**config.mk**
```make
export PLATFORM = sky130hd
export DESIGN_NAME = lbist_ctrl
export DESIGN_NICKNAME = d
export VERILOG_FILES = /design/src/rtl/lbist_pkg.sv /design/src/rtl/lbist_sat_counter.sv /design/src/rtl/lbist_ctrl.sv
export SDC_FILE = /design/constraint.sdc
export NUM_CORES = 1
export LEC_CHECK = 0
export ABC_AREA = 0
export BUFFER_PORTS_ARGS = -buffer_cell sky130_fd_sc_hd__clkbuf_2
export CAP_MARGIN = 20
export CORE_UTILIZATION = 45
export CTS_CLUSTER_DIAMETER = 80
export DETAILED_ROUTE_END_ITERATION = 6
export GPL_TIMING_DRIVEN = 0
export PLACE_DENSITY = 0.63
export SLEW_MARGIN = 0
export SYNTH_ARGS = -nofsm -noshare
export SYNTH_HDL_FRONTEND = slang
export SYNTH_SLANG_ARGS = --single-unit
```
**constraint.sdc**
```tcl
create_clock -name clk -period 2 [get_ports clk]
set_input_delay 0.6 -clock clk [delete_from_list [all_inputs] [get_ports clk]]
set_output_delay 0.6 -clock clk [all_outputs]
set_load 0.01 [all_outputs]
```
**src/rtl/lbist_pkg.sv**
```systemverilog
// -----------------------------------------------------------------------------
// lbist_pkg
// Shared constants for the LBIST session sequencer and the ORA datapath:
//   - default widths (CUT output, signature address, pattern and fault counters)
//   - 3-bit FSM state encoding of lbist_ctrl
// Optional build macro used by lbist_ctrl: LBIST_FAIL_STOP_EN.
// -----------------------------------------------------------------------------
package lbist_pkg;

    // Default widths, kept in one place so the ORA and the sequencer agree.
    localparam int OP_WIDTH        = 4;
    localparam int IP_SIG_ADD_BITS = 4;
    localparam int PAT_CNT_BITS    = 8;
    localparam int FAULT_CNT_BITS  = 4;

    // Sequencer state encoding (legacy-compatible 3-bit constants).
    localparam logic [2:0] IDLE  = 3'd0;
    localparam logic [2:0] LOAD  = 3'd1;
    localparam logic [2:0] RUN   = 3'd2;
    localparam logic [2:0] FLUSH = 3'd3;
    localparam logic [2:0] CMP   = 3'd4;
    localparam logic [2:0] WAIT  = 3'd5;
    localparam logic [2:0] DONE  = 3'd6;

endpackage

```
**src/rtl/lbist_sat_counter.sv**
```systemverilog
// -----------------------------------------------------------------------------
// lbist_sat_counter
// Saturating up-counter with synchronous clear (clear wins over enable).
// Used for the failed-session count; also suits the ORA detected-fault count.
// Ports:
//   clk    in   clock, rising edge
//   rst    in   asynchronous active-high reset
//   clr    in   synchronous clear to zero
//   en     in   count up by one, sticking at all-ones
//   count  out  WIDTH-bit registered count
// -----------------------------------------------------------------------------
module lbist_sat_counter #(
    parameter int WIDTH = 4
) (
    input  logic             clk,
    input  logic             rst,
    input  logic             clr,
    input  logic             en,
    output logic [WIDTH-1:0] count
);

    // Count register: clear, saturating increment, otherwise hold.
    always_ff @(posedge clk or posedge rst) begin
        if (rst) begin
            count <= '0;
        end else if (clr) begin
            count <= '0;
        end else if (en && (count != {WIDTH{1'b1}})) begin
            count <= count + WIDTH'(1);
        end else begin
            count <= count;
        end
    end

endmodule

```
**src/rtl/lbist_ctrl.sv**
```systemverilog
// -----------------------------------------------------------------------------
// lbist_ctrl
// LBIST session sequencer. Per session: load TPG seed and clear the result
// compressor, run P patterns, flush the last response, strobe the comparator
// at the session's signature address, wait for its verdict and count fails.
// Build option: LBIST_FAIL_STOP_EN -- stop at the first failing session and
// keep its address on sig_add.
// Ports:
//   clk, rst        clock (rising) and asynchronous active-high reset
//   start           run request, honoured in IDLE and DONE only
//   num_sessions    sessions minus one (N runs N+1 sessions)
//   num_patterns    patterns per session, 0 means 2^PAT_CNT_BITS
//   cmp_valid/fail  comparator verdict, looked at only in WAIT
//   tpg_load/tpg_en pattern generator seed load / advance
//   rc_clr/rc_en    result compressor clear / compress
//   sig_add         signature address = current session index
//   cmp_req         one-cycle comparator strobe
//   busy/done/pass  run status; pass valid in DONE
//   fault_cnt       saturating count of failed sessions
// -----------------------------------------------------------------------------
module lbist_ctrl
    import lbist_pkg::*;
#(
    parameter int IP_SIG_ADD_BITS = lbist_pkg::IP_SIG_ADD_BITS,
    parameter int PAT_CNT_BITS    = lbist_pkg::PAT_CNT_BITS,
    parameter int FAULT_CNT_BITS  = lbist_pkg::FAULT_CNT_BITS
) (
    input  logic                       clk,
    input  logic                       rst,
    input  logic                       start,
    input  logic [IP_SIG_ADD_BITS-1:0] num_sessions,
    input  logic [PAT_CNT_BITS-1:0]    num_patterns,
    input  logic                       cmp_valid,
    input  logic                       cmp_fail,
    output logic                       tpg_load,
    output logic                       tpg_en,
    output logic                       rc_clr,
    output logic                       rc_en,
    output logic [IP_SIG_ADD_BITS-1:0] sig_add,
    output logic                       cmp_req,
    output logic                       busy,
    output logic                       done,
    output logic [FAULT_CNT_BITS-1:0]  fault_cnt,
    output logic                       pass
);

    logic [2:0]                 state_r,   state_s;
    logic [PAT_CNT_BITS-1:0]    pat_cnt_r, pat_cnt_s;
    logic [IP_SIG_ADD_BITS-1:0] sess_r,    sess_s;
    logic [IP_SIG_ADD_BITS-1:0] n_sess_r,  n_sess_s;
    logic [PAT_CNT_BITS-1:0]    n_pat_r,   n_pat_s;
    logic                       fault_clr_s;
    logic                       fault_inc_s;
    logic                       tpg_load_s, tpg_en_s, rc_clr_s, rc_en_s;
    logic                       cmp_req_s, busy_s, done_s, pass_s;

    // Next-state, counter and latch logic of the session sequencer.
    always_comb begin
        state_s     = state_r;
        pat_cnt_s   = pat_cnt_r;
        sess_s      = sess_r;
        n_sess_s    = n_sess_r;
        n_pat_s     = n_pat_r;
        fault_clr_s = 1'b0;
        fault_inc_s = 1'b0;
        case (state_r)
            IDLE, DONE: begin
                if (start) begin
                    state_s     = LOAD;
                    sess_s      = '0;
                    n_sess_s    = num_sessions;
                    n_pat_s     = num_patterns;
                    fault_clr_s = 1'b1;
                end else begin
                    state_s = state_r;
                end
            end
            LOAD: begin
                state_s   = RUN;
                pat_cnt_s = n_pat_r;
            end
            RUN: begin
                // A loaded 0 wraps through all-ones, giving 2^PAT_CNT_BITS cycles.
                pat_cnt_s = pat_cnt_r - PAT_CNT_BITS'(1);
                if (pat_cnt_r == PAT_CNT_BITS'(1)) begin
                    state_s = FLUSH;
                end else begin
                    state_s = RUN;
                end
            end
            FLUSH: begin
                state_s = CMP;
            end
            CMP: begin
                state_s = WAIT;
            end
            WAIT: begin
                if (cmp_valid) begin
                    fault_inc_s = cmp_fail;
`ifdef LBIST_FAIL_STOP_EN
                    if (cmp_fail || (sess_r == n_sess_r)) begin
`else
                    if (sess_r == n_sess_r) begin
`endif
                        state_s = DONE;
                    end else begin
                        state_s = LOAD;
                        sess_s  = sess_r + IP_SIG_ADD_BITS'(1);
                    end
                end else begin
                    state_s = WAIT;
                end
            end
            default: begin
                state_s = IDLE;
            end
        endcase
    end

    // Moore output decode from the next state, so outputs are registered
    // yet line up with the cycle spent in that state.
    always_comb begin
        tpg_load_s = (state_s == LOAD);
        rc_clr_s   = (state_s == LOAD);
        tpg_en_s   = (state_s == RUN);
        rc_en_s    = (state_s == RUN) || (state_s == FLUSH);
        cmp_req_s  = (state_s == CMP);
        busy_s     = (state_s != IDLE) && (state_s != DONE);
        done_s     = (state_s == DONE);
        // Counter is zero next cycle only if zero now and not incrementing.
        pass_s     = done_s && (fault_cnt == '0) && !fault_inc_s;
    end

    // State, counters and registered outputs.
    always_ff @(posedge clk or posedge rst) begin
        if (rst) begin
            state_r   <= IDLE;
            pat_cnt_r <= '0;
            sess_r    <= '0;
            n_sess_r  <= '0;
            n_pat_r   <= '0;
            tpg_load  <= 1'b0;
            tpg_en    <= 1'b0;
            rc_clr    <= 1'b0;
            rc_en     <= 1'b0;
            cmp_req   <= 1'b0;
            busy      <= 1'b0;
            done      <= 1'b0;
            pass      <= 1'b0;
        end else begin
            state_r   <= state_s;
            pat_cnt_r <= pat_cnt_s;
            sess_r    <= sess_s;
            n_sess_r  <= n_sess_s;
            n_pat_r   <= n_pat_s;
            tpg_load  <= tpg_load_s;
            tpg_en    <= tpg_en_s;
            rc_clr    <= rc_clr_s;
            rc_en     <= rc_en_s;
            cmp_req   <= cmp_req_s;
            busy      <= busy_s;
            done      <= done_s;
            pass      <= pass_s;
        end
    end

    assign sig_add = sess_r;

    lbist_sat_counter #(
        .WIDTH (FAULT_CNT_BITS)
    ) u_fault_cnt (
        .clk   (clk),
        .rst   (rst),
        .clr   (fault_clr_s),
        .en    (fault_inc_s),
        .count (fault_cnt)
    );

endmodule
```
==> flow_metrics.py <==
metrics = {
    "clock_tree": {
        "clockBufferDepth": 2,
        "cts-buffers-inserted": 5,
        "cts_root_buf": "clkbuf_8",
        "htreeDepth": 2,
        "cts.clk_slew.worst_paths_ns": 0.08,
        "cts_tree": "yes",
        "cts_sinks": 38,
        "insertion_delay_ns": 0.30,
        "cts_setup_buffers": 0,
    },
    "logic_synthesis": {
        "avgSynthCellArea_um2": 10.2,
        "syn_area_um2": 1970,
        "synth_top_area_cell": "dfrtp_1",
        "ys_types": 46,
        "synthTopCellsByArea": "dfrtp_1 (48%), mux2_2 (4.0%), nand2_1 (3.8%), nor2_1 (3.4%), ha_1 (3.2%)",
        "yosys_warnings": 0,
        "yosysSeqAreaShare": 0.483,
        "yosysTopAreaCellShare": 0.483,
        "async_flop_share": 1.00,
        "synth_edf_count": 0,
        "ys.flop_type": "dfrtp_1",
        "syn_inst": 193,
        "synth_seq_cells": 38,
        "synthesis.nets": 215,
    },
    "timing": {
        "finClkSkew_ns": 0.0103,
        "fmax_ghz": 0.552,
        "worst_slack_ns": 0.190,
        "setup_viol": 0,
        "slew_headroom": 0.480,
        "finalHoldViolCount": 0,
        "worst_slew_pin_slew_ns": 0.779,
        "drv_slew": 0,
        "fin_crit_sh": 0.905,
        "finalCriticalPeriod_ns": 1.81,
        "rsz0062_at_grt": "false",
    },
    "finish": {
        "stdcell_area_um2": 2300,
        "drive_above_1_share": 0.288,
        "finalNetCount": 255,
        "final_common_cell": "dfrtp_1",
        "fin_util": 0.564,
        "most-common-layout-cells": "dfrtp_1 (38), clkbuf_2 (32), nand2_1 (20)",
        "final_cells": 283,
        "n_antenna_cell": 0,
        "syn_to_final_growth_pct": 17.0,
    },
    "placed_design": {
        "gp_congestion": 0.864,
        "place_area_um2": 2220,
        "hpwl_mm": 3.01,
        "dp_cells": 276,
        "dp_slack_ns": -0.0971,
        "io_buffers": 32,
    },
    "setup_path": {
        "critPathMaxFanout": 10,
        "critical_path_class": "reg2reg",
        "required_ns": 2.17,
        "crit_path_end_kind": "flip-flop",
        "critPathLaunchType": "flip-flop",
        "critPathArrivalTime_ns": 1.98,
    },
    "die": {
        "die_w_um": 68.2,
        "rows": 23,
        "fp.dieH_um": 68.2,
        "dieArea_um2": 4650,
        "io_pins": 33,
        "start_util": 0.482,
        "core_um2": 4090,
    },
    "grt": {
        "overflow": 0,
        "first_global_vias": 1478,
        "grtUsageTotal": 0.202,
        "antenna_found_initial": 0,
        "grt_pass1_wl_mm": 6.77,
        "grt_max_degree": 21,
    },
    "drt": {
        "wl_per_cell_um": 14.3,
        "detail_route.wirelength_mm": 4.04,
        "detail_route.iter0.violations": 34,
        "drtAntennaViolNets": 0,
        "dr.pass1.iters": 4,
        "drcViolationCount": 0,
        "vias": 1567,
        "viasPerCell": 5.54,
    },
    "pwr": {
        "pwr_density_cell_nw_per_um2": 1530,
        "peakVddDrop_mv": 0.600,
        "power.leakage_uw": 0.00111,
    },
    "flow_run": {
        "cap_violations": 0,
    },
    "hold_path": {
        "hold_path_class": "in2async",
    },
    "outcome": {
        "outcome": "complete, no violations",
    },
}
timing repair:
item	in CTS	in global routing
setup endpoints to repair	0	2
hold buffers	0	0
gates resized for setup	0	1
critical path, stage by stage, from the launching register on:
cell,delay (ns)
dfrtp_1,0.45
xor2_1,0.21
nor3b_4,0.43
buf_4,0.26
mux2_2,0.34
power breakdown:
| group | total, uW | internal, uW | switching (uW) |
|---|---|---|---|
| logic | 1690 | 739 | 947 |
| clock network | 499 | 234 | 265 |
| registers | 1340 | 1090 | 249 |
| total | 3520 | 2060 | 1460 |
final cells by class:
cell class | instances | area (um^2)
Sequential cell | 38 | 951
Inverter | 10 | 37.5
Clock buffer | 5 | 68.8
Clock inverter | 2 | 10.0
Buffer | 10 | 75.1
Multi-Input combinational cell | 135 | 912
Fill cell | 378 | 1780
Tap cell | 50 | 62.6
Timing Repair Buffer | 33 | 188
final timing paths:
kind / slack, ns / end / from / depth (start not counted)
worst max register to register: 0.19 / n_pat_r[0] / state_r[1] / 4
max in group asynchronous: 1.02 / n_pat_r[5] / rst / 3
min in group clk: 0.50 / n_pat_r[1] / n_pat_r[1] / 2
worst max-delay path: 0.19 / n_pat_r[0] / state_r[1] / 4
worst min register to register: 0.50 / n_pat_r[1] / n_pat_r[1] / 2
worst min-delay path: 0.42 / pass / rst / 2
synthesized netlist by cell type (all sizes together) (5+ instances only):
master,number
dfrtp,38
nand2,20
nor2,18
a21oi,10
o21ai,10
buf,9
inv,9
nand3,8
mux2,7
xor2,7
ha,5
nor3,5
sequential cells by signal (all words and copies together) (netlist names):
register and count:
pass 1, pat_cnt_r 8, u_fault_cnt.count 4, tpg_en 1, rc_en 1, busy 1
n_pat_r 8, cmp_req 1, rc_clr 1, done 1, n_sess_r 4, sig_add 4
state_r 3
layer usage:
metal | vias up | wire [um] | GRT usage
met5 | - | 0 | 0
met4 | 0 | 36 | 0.102
met3 | 4 | 211 | 0.0400
met2 | 36 | 1960 | 0.322
met1 | 762 | 1830 | 0.259
li1 | 765 | - | -
metrics by stage:
stage | total power (uW) | TNS (ns) | hold WS [ns]
6_report | 3520 | 0 | 0.420
5_1_grt | 3820 | 0 | 0.497
4_1_cts | 3540 | 0 | 0.458
3_5_place_dp | 3030 | -0.182 | 0.479
3_3_place_gp | 2950 | -0.105 | 0.476
2_1_floorplan | 2580 | 0 | 0.446
kinds of logic after synthesis:
family          count (synthesis)  share of synthesized area
simple gates                   71                      0.195
compound gates                 43                      0.152
flops                          38                      0.483
buf+inv                        20                     0.0572
xor+xnor                        8                     0.0356
mux                             8                     0.0451
fa+ha+maj                       5                     0.0318
(Power assumes the default switching activity.)
